[config.mk]
export PLATFORM = sky130hd
export DESIGN_NAME = tinydec
export DESIGN_NICKNAME = d
export VERILOG_FILES = /design/src/rtl/tinydec.sv
export SDC_FILE = /design/constraint.sdc
export NUM_CORES = 1
export LEC_CHECK = 0
export ABC_AREA = 1
export BUFFER_PORTS_ARGS = -buffer_cell sky130_fd_sc_hd__buf_4
export CAP_MARGIN = 20
export CORE_UTILIZATION = 30
export DETAILED_ROUTE_END_ITERATION = 6
export MAX_ROUTING_LAYER = met4
export PLACE_DENSITY = 0.5
export RECOVER_POWER = 50
export SLEW_MARGIN = 20
export SYNTH_ARGS = -nofsm -noshare
export SYNTH_HDL_FRONTEND = slang
export SYNTH_SLANG_ARGS = --single-unit
[constraint.sdc]
create_clock -name clk -period 18.4 [get_ports clk]
set_input_delay 0.92 -clock clk [delete_from_list [all_inputs] [get_ports clk]]
set_output_delay 0.92 -clock clk [all_outputs]
set_load 0.02 [all_outputs]
[src/rtl/tinydec.sv]
`default_nettype none
// ============================================================================
// Module   : tinydec
// Purpose  : Iterative 16-bit-half TEA-style decryptor, one round per clock,
//            with a memory-mapped key/delta/round/enable register file.
// Option   : TINYDEC_CFGLOCK_EN - drop config writes while busy, flag lockerr
// Revision : 1.0 - initial release
// ============================================================================
module tinydec #(
  parameter logic [63:0] KEY   = 64'h816fc52b09e74da3,
  parameter logic [15:0] DELTA = 16'h1,
  parameter int          SHL   = 4,
  parameter int          SHR   = 5
) (
  input  logic        clk,
  input  logic        rst,
  input  logic        req,
  input  logic [31:0] wdata,
  output logic        ack,
  output logic [31:0] rdata,
  input  logic        psel,
  input  logic        penable,
  input  logic        pwrite,
  input  logic [31:0] paddr,
  input  logic [31:0] pwdata,
  output logic [31:0] prdata,
  output logic        pready
);

  typedef enum logic [0:0] {S_IDLE = 1'b0, S_RUN = 1'b1} state_t;

  state_t      r_state, w_state_nxt;
  logic [15:0] r_k0, r_k1, r_k2, r_k3, r_delta;
  logic [2:0]  r_round;
  logic        r_enable;
  logic [15:0] r_x, r_y, r_sum;
  logic [7:0]  r_i;

  logic        w_sel0, w_sel4, w_sel8, w_selc, w_dec, w_wr, w_wr_ok, w_lockerr;
  logic        w_start, w_round, w_done;
  logic [15:0] w_y_new, w_x_new;

  function automatic logic [15:0] f_mix(input logic [15:0] v, ka, kb, s);
    logic [15:0] l_shl, l_shr;
    l_shl = v << SHL;
    l_shr = v >> SHR;
    return (l_shl + ka) ^ (v + s) ^ (l_shr + kb);
  endfunction

  assign pready = 1'b1;
  assign ack    = (r_state == S_IDLE);

  assign w_sel0 = (paddr == 32'h0000_0000);
  assign w_sel4 = (paddr == 32'h0000_0004);
  assign w_sel8 = (paddr == 32'h0000_0008);
  assign w_selc = (paddr == 32'h0000_000C);
  assign w_dec  = w_sel0 | w_sel4 | w_sel8 | w_selc;
  assign w_wr   = psel & penable & pwrite & w_dec;

`ifdef TINYDEC_CFGLOCK_EN
  logic r_lockerr;

  // Busy-time writes are discarded and remembered until software rewrites 0xC.
  assign w_wr_ok   = w_wr & ack;
  assign w_lockerr = r_lockerr;

  always_ff @(posedge clk) begin
    if (rst)
      r_lockerr <= 1'b0;
    else if (w_wr & ~ack)
      r_lockerr <= 1'b1;
    else if (w_wr_ok & w_selc)
      r_lockerr <= 1'b0;
  end
`else
  assign w_wr_ok   = w_wr;
  assign w_lockerr = 1'b0;
`endif

  always_ff @(posedge clk) begin
    if (rst) begin
      {r_k3, r_k2, r_k1, r_k0} <= KEY;
      r_delta  <= DELTA;
      r_round  <= 3'd0;
      r_enable <= 1'b1;
    end else if (w_wr_ok) begin
      if (w_sel0) {r_k1, r_k0} <= pwdata;
      if (w_sel4) {r_k3, r_k2} <= pwdata;
      if (w_sel8) r_delta <= pwdata[15:0];
      if (w_selc) begin
        r_round  <= pwdata[2:0];
        r_enable <= pwdata[3];
      end
    end
  end

  // Read data shows pre-write register contents; bits a register lacks hold.
  always_ff @(posedge clk) begin
    if (rst)
      prdata <= 32'h0;
    else if (psel) begin
      if (w_sel0) prdata <= {r_k1, r_k0};
      if (w_sel4) prdata <= {r_k3, r_k2};
      if (w_sel8) prdata[15:0] <= r_delta;
      if (w_selc) prdata[4:0] <= {w_lockerr, r_enable, r_round};
    end
  end

  assign w_start = (r_state == S_IDLE) & r_enable & req;
  assign w_round = (r_state == S_RUN) & r_enable;
  assign w_done  = w_round & (r_i == 8'd1);
  assign w_y_new = r_y - f_mix(r_x, r_k2, r_k3, r_sum);
  assign w_x_new = r_x - f_mix(w_y_new, r_k0, r_k1, r_sum);

  always_ff @(posedge clk) begin
    if (rst)
      r_state <= S_IDLE;
    else
      r_state <= w_state_nxt;
  end

  always_comb begin
    w_state_nxt = r_state;
    case (r_state)
      S_IDLE: if (w_start) w_state_nxt = S_RUN;
      S_RUN:  if (!r_enable || w_done) w_state_nxt = S_IDLE;
      default: w_state_nxt = S_IDLE;
    endcase
  end

  always_ff @(posedge clk) begin
    if (rst) begin
      r_x   <= 16'h0;
      r_y   <= 16'h0;
      r_sum <= 16'h0;
      r_i   <= 8'h0;
      rdata <= 32'h0;
    end else if (w_start) begin
      r_x   <= wdata[15:0];
      r_y   <= wdata[31:16];
      r_sum <= r_delta << r_round;
      r_i   <= 8'd1 << r_round;
    end else if (w_round) begin
      r_y   <= w_y_new;
      r_x   <= w_x_new;
      r_sum <= r_sum - r_delta;
      r_i   <= r_i - 8'd1;
      if (w_done) rdata <= {w_y_new, w_x_new};
    end
  end

endmodule
`default_nettype wire

# [Word-level counts from Yosys, hierarchy flattened]
# Cells that the tools add are included.
# Widths: inputs -> output; s select.
[word_totals] reg_bits=205 latchBits=0 mem_bits_rw=0 romBits=0 in_bits=102 out_inout_bits=66 wordCells=78 n_memories=0
[classes] addsub=10 multipliers=0 div_mod_pow=0 n_lt_le_gt_ge=0 eq_ne=4 shifts=2 muxes=15 bitwise_logic=16 reduce_logical=15
[ops] operator="$mux 16" n=7
[ops] operator="$add 16x16->16" n=4
[ops] operator="$eq 32x4->1 const B" n=2
[ops] operator="$mux 32" n=2
[ops] operator="$xor 16x16->16" n=4
[ops] operator="$sub 16x16->16" n=3
[ops] operator="$add 11x16->16" n=2
[ops] operator="$eq 32x3->1 const B" n=1
[ops] operator="$logic_not 32->1" n=1
[ops] operator="$mux 8" n=2
[ops] operator="$shl 16x3->16" n=1
[ops] operator="$reduce_and 2->1" n=7
[ops] operator="$eq 8x1->1 const B" n=1
[ops] operator="$shl 1x3->8 const A" n=1
[ops] operator="$sub 8x1->8 const B" n=1
[ops] operator="$and 1x1->1" n=7
[ops] operator="$mux 5" n=1
[ops] operator="$reduce_bool 2->1" n=2
[ops] operator="$reduce_bool 4->1" n=1
[ops] operator="$or 1x1->1" n=3
[ops] operator="$reduce_and 3->1" n=1
[ops] operator="$reduce_bool 3->1" n=1
[ops] operator="$mux 1" n=2
[ops] operator="$not 1->1" n=2
[ops] operator="other kinds (3)" n=3

# [Depth between registers and ports, before layout]
[depth] depth_word=10 depth_mapped=45 ltp_nobuf=45

# [Least setup slack after synthesis]
# Ideal clock, no wire load.
[synth_path] kind="register -> register" from="register r_x[5]" to="register rdata[15]" setup_time_ns=0.109 t_arrival_ns=5.820 required_time_ns=18.291 slack_ns=12.471 stages_incl_launch_ff=42 n_path_buf=0 synth_period_minus_slack_ns=5.929 cell_sequence="dfxtp_1 > ha_1 > inv_1 > fa_1 > o21ai_0 > a21oi_1 > o21bai_1 > nand2_1 > nand2_1 > a21oi_1 > o21ai_0 > nor2_1 > nor2_1 > xor2_1 > xor2_1 > ha_1 > nand2_1 > inv_1 > [6 not listed] > o21ai_0 > a21oi_1 > nor2_1 > nand3_1 > xor2_1 > xor2_1 > ha_1 > nand2_1 > nor2_1 > inv_1 > o221ai_1 > a31oi_1 > inv_1 > nand3_1 > nand2_1 > nand2_1 > nand2_1 > inv_1"
[synth_via] elab_chain_len=8 elab_cells_between_ends=12 classes_between="add/sub: 8; bitwise: 4"
[synth_lines] item="from (decl)" line_no="36" source="logic [15:0] r_x, r_y, r_sum;"
[synth_lines] item="from (signal assigned)" line_no="139" source="r_x <= wdata[15:0];"
[synth_lines] item="from (signal assigned)" line_no="145" source="r_x <= w_x_new;"
[synth_lines] item="$add 16x16->16" line_no="47" source="return (l_shl + ka) ^ (v + s) ^ (l_shr + kb);"
[synth_lines] item="$xor 16x16->16" line_no="47"
[synth_lines] item="$xor 16x16->16 *" line_no="47"
[synth_lines] item="$sub 16x16->16 *" line_no="112" source="assign w_y_new = r_y - f_mix(r_x, r_k2, r_k3, r_sum);"
[synth_lines] item="via w_y_new[14]" line_no="41" source="logic [15:0] w_y_new, w_x_new;"
[synth_lines] item="$add 16x16->16" line_no="47"
[synth_lines] item="$xor 16x16->16" line_no="47"
[synth_lines] item="$xor 16x16->16 *" line_no="47"
[synth_lines] item="$sub 16x16->16 *" line_no="113" source="assign w_x_new = r_x - f_mix(w_y_new, r_k0, r_k1, r_sum);"
[synth_lines] item="to (signal assigned)" line_no="148" source="if (w_done) rdata <= {w_y_new, w_x_new};"
[synth_lines] item="to (decl)" line_no="20" source="output logic [31:0] rdata,"
# The timed path passes the listed nets; every way through them passes the cells marked *.
# A chain may end at the register's enable or synchronous reset.

# [Worst setup path after layout]
# Ends and elaborated chain as after synthesis.

==> flow_metrics.env <==
export IMPL_required_ns=18.86
export IMPL_final_common_cell="nand2_1"
export IMPL_synth_distinct_cells=51
export IMPL_dp_hpwl_um=43100
export IMPL_tightest_slew_ns=4.05
export IMPL_grt_pass1_wl_um=84000
export IMPL_postCtsSetupBuffers=0
export IMPL_layout_drive_gt1_share_pct=8.08
export IMPL_cts_tree="yes"
export IMPL_clkTransAtPathRegs_ns=0.07
export IMPL_crit_path_start_kind="flop"
export IMPL_grt_pass1_vias=13900
export IMPL_initial_utilization_pct=30.4
export IMPL_viasPerCell=5.17
export IMPL_pin_count=168
export IMPL_wl_um=55600
export IMPL_die_w_um=222
export IMPL_final_cell_mix="389 x nand2_1, 225 x a21oi_1, 205 x dfxtp_1"
export IMPL_seq_area_frac_synth_pct=28.3
export IMPL_async_flop_share_pct=0
export IMPL_syn_nets=2284
export IMPL_avgSynthCellArea_um2=7.08
export IMPL_numPortBuffers=166
export IMPL_layout_nets=2408
export IMPL_wl_per_cell_um=19.8
export IMPL_fin_crit_sh_pct=40.6
export IMPL_synthFlopType="dfxtp_1"
export IMPL_via_count=14500
export IMPL_grt_max_degree=93
export IMPL_setup_tns_ns=0
export IMPL_drtPass1Iterations=6
export IMPL_slew_violations=305
export IMPL_cp_arrival_ns=7.93
export IMPL_hold_violations=0
export IMPL_htreeDepth=1
export IMPL_globalplace_congestion=0.929
export IMPL_hp_class="flop to flop"
export IMPL_max_freq_mhz=134
export IMPL_violations="max-capacitance violations, max-slew violations"
export IMPL_fin_crit_ns=7.48
export IMPL_synth_edff_count=0
export IMPL_fin_skew_ns=0.0291
export IMPL_grt_overflow=0
export IMPL_yosys_warnings=0
export IMPL_outcome="finished with violations"
export IMPL_ys_seq_elements=205
export IMPL_row_count=80
export IMPL_clockBufferDepth=3
export IMPL_hold_buffers=0
export IMPL_clk_latency_ns=0.57
export IMPL_maxCapViolCount=6
export IMPL_crit_fanout=5
export IMPL_crit_path_end_kind="flop"
export IMPL_die_y_um=222
export IMPL_syn_inst=2048
export IMPL_cpMostUsedCell="nand2_1"
export IMPL_grt_usage_pct=22.9
export IMPL_cp_slowest_stage_delay_ns=0.52
export IMPL_cts_sinks=205
export IMPL_drc_errors=0
export IMPL_cts_buffers=26
export IMPL_synth_area_um2=14500
export IMPL_worst_slew_margin_rel_pct=-170
export IMPL_path_class="flop to flop"
export IMPL_die_area_um2=49200
export IMPL_drtIter0Drc=953
export IMPL_rsz0062_at_grt="no"
export IMPL_antenna_found_initial=0
export IMPL_slowest_stage="dfxtp_1"
export IMPL_cts_root_buf="clkbuf_16"
export IMPL_post_cts_resized=0
export IMPL_area_growth_synth_to_final_pct=16.8
export IMPL_coreArea_um2=47700
export IMPL_setup_viol=0
export IMPL_final_antenna_net_count=0
export IMPL_diodes=0
-- logic make-up (layout without fill, tap and decap cells) --
family,Yosys count,in the layout,share of synthesized area (%)
fa+ha+maj,134,134,12.0
flops,205,205,28.3
simple gates,675,675,19.5
other cells,1,1,0.0259
xor+xnor,162,162,9.79
mux,2,2,0.138
compound gates,576,576,22.5
buf+inv,293,436,7.78
-- synth_stat cells (10+ instances only) --
library cell    n  area share (%)
a211oi_1       24             1.2
a21oi_1       225             7.8
a31oi_1        36             1.6
clkbuf_1       78             2.0
dfxtp_1       205              28
ha_1          125              11
inv_1         201             5.2
nand2_1       389              10
nand3_1        82             2.8
nand4_1        24             1.0
nor2_1        141             3.7
nor3_1         10            0.35
nor4_1         10            0.43
o211ai_1       47             2.4
o21ai_0       199             6.9
o22ai_1        11            0.47
xnor2_1        55             3.3
xor2_1        107             6.5
-- flip-flops by register name, indices dropped and copies added (netlist names) --
| name | cells |
|---|---|
| prdata | 32 |
| r_delta | 16 |
| r_enable | 1 |
| r_i | 8 |
| r_k0 | 16 |
| r_k1 | 16 |
| r_k2 | 16 |
| r_k3 | 16 |
| r_round | 3 |
| r_state | 1 |
| r_sum | 16 |
| r_x | 16 |
| r_y | 16 |
| rdata | 32 |
-- worst paths after layout --
kind,from,cells after the start,slack [ns],endpoint
worst max-delay path,r_x[5],41,10.92,rdata[15]
worst min-delay path,rdata[3],2,0.47,rdata[3]
worst max register to register,r_x[5],41,10.92,rdata[15]
worst min register to register,rdata[3],2,0.47,rdata[3]
-- critical path, delay by kind of cell (launching register included) --
kind	cells	cell delay, ns
buffers and inverters	6	0.41
AO/OA/AOI/OAI	11	2.19
flip-flops	1	0.52
adder cells (fa/ha/maj)	5	1.69
AND/OR/NAND/NOR	14	1.42
XOR/XNOR	5	1.14
-- metrics by stage --
stage | util, % | hold slack, ns | cells | area [um2] | setup slack [ns]
5_1_grt | 35.5 | 0.490 | 2806 | 16900 | 10.19
2_1_floorplan | - | 0.450 | 2048 | 14500 | 12.47
6_report | 35.5 | 0.466 | 2806 | 16900 | 10.92
4_1_cts | 36.0 | 0.467 | 2806 | 17200 | 10.91
3_3_place_gp | 34.1 | 0.455 | 2759 | 16300 | 11.08
3_5_place_dp | 34.1 | 0.458 | 2759 | 16300 | 10.96
-- layer usage --
layer	part of all wire [%]	vias up	global-route usage, %	wire, um
li1	-	7202	-	-
met1	50	6783	32.2	27600
met2	42	439	34.2	23400
met3	5.4	70	2.86	2980
met4	2.8	0	6.52	1570
met5	0	-	-	0
-- cell type report --
class                      count  area [um2]
fill                        5121       30800
tap                          615         769
sequential                   205        4100
inverter                     207         781
clock buffer                  40         795
timing repair buffer         182        1090
multi-input combinational   1550        9280
clock inverter                 7         115
Power is not shown: default switching activity piles up to over one toggle a cycle in this logic, so the estimate is an artifact.
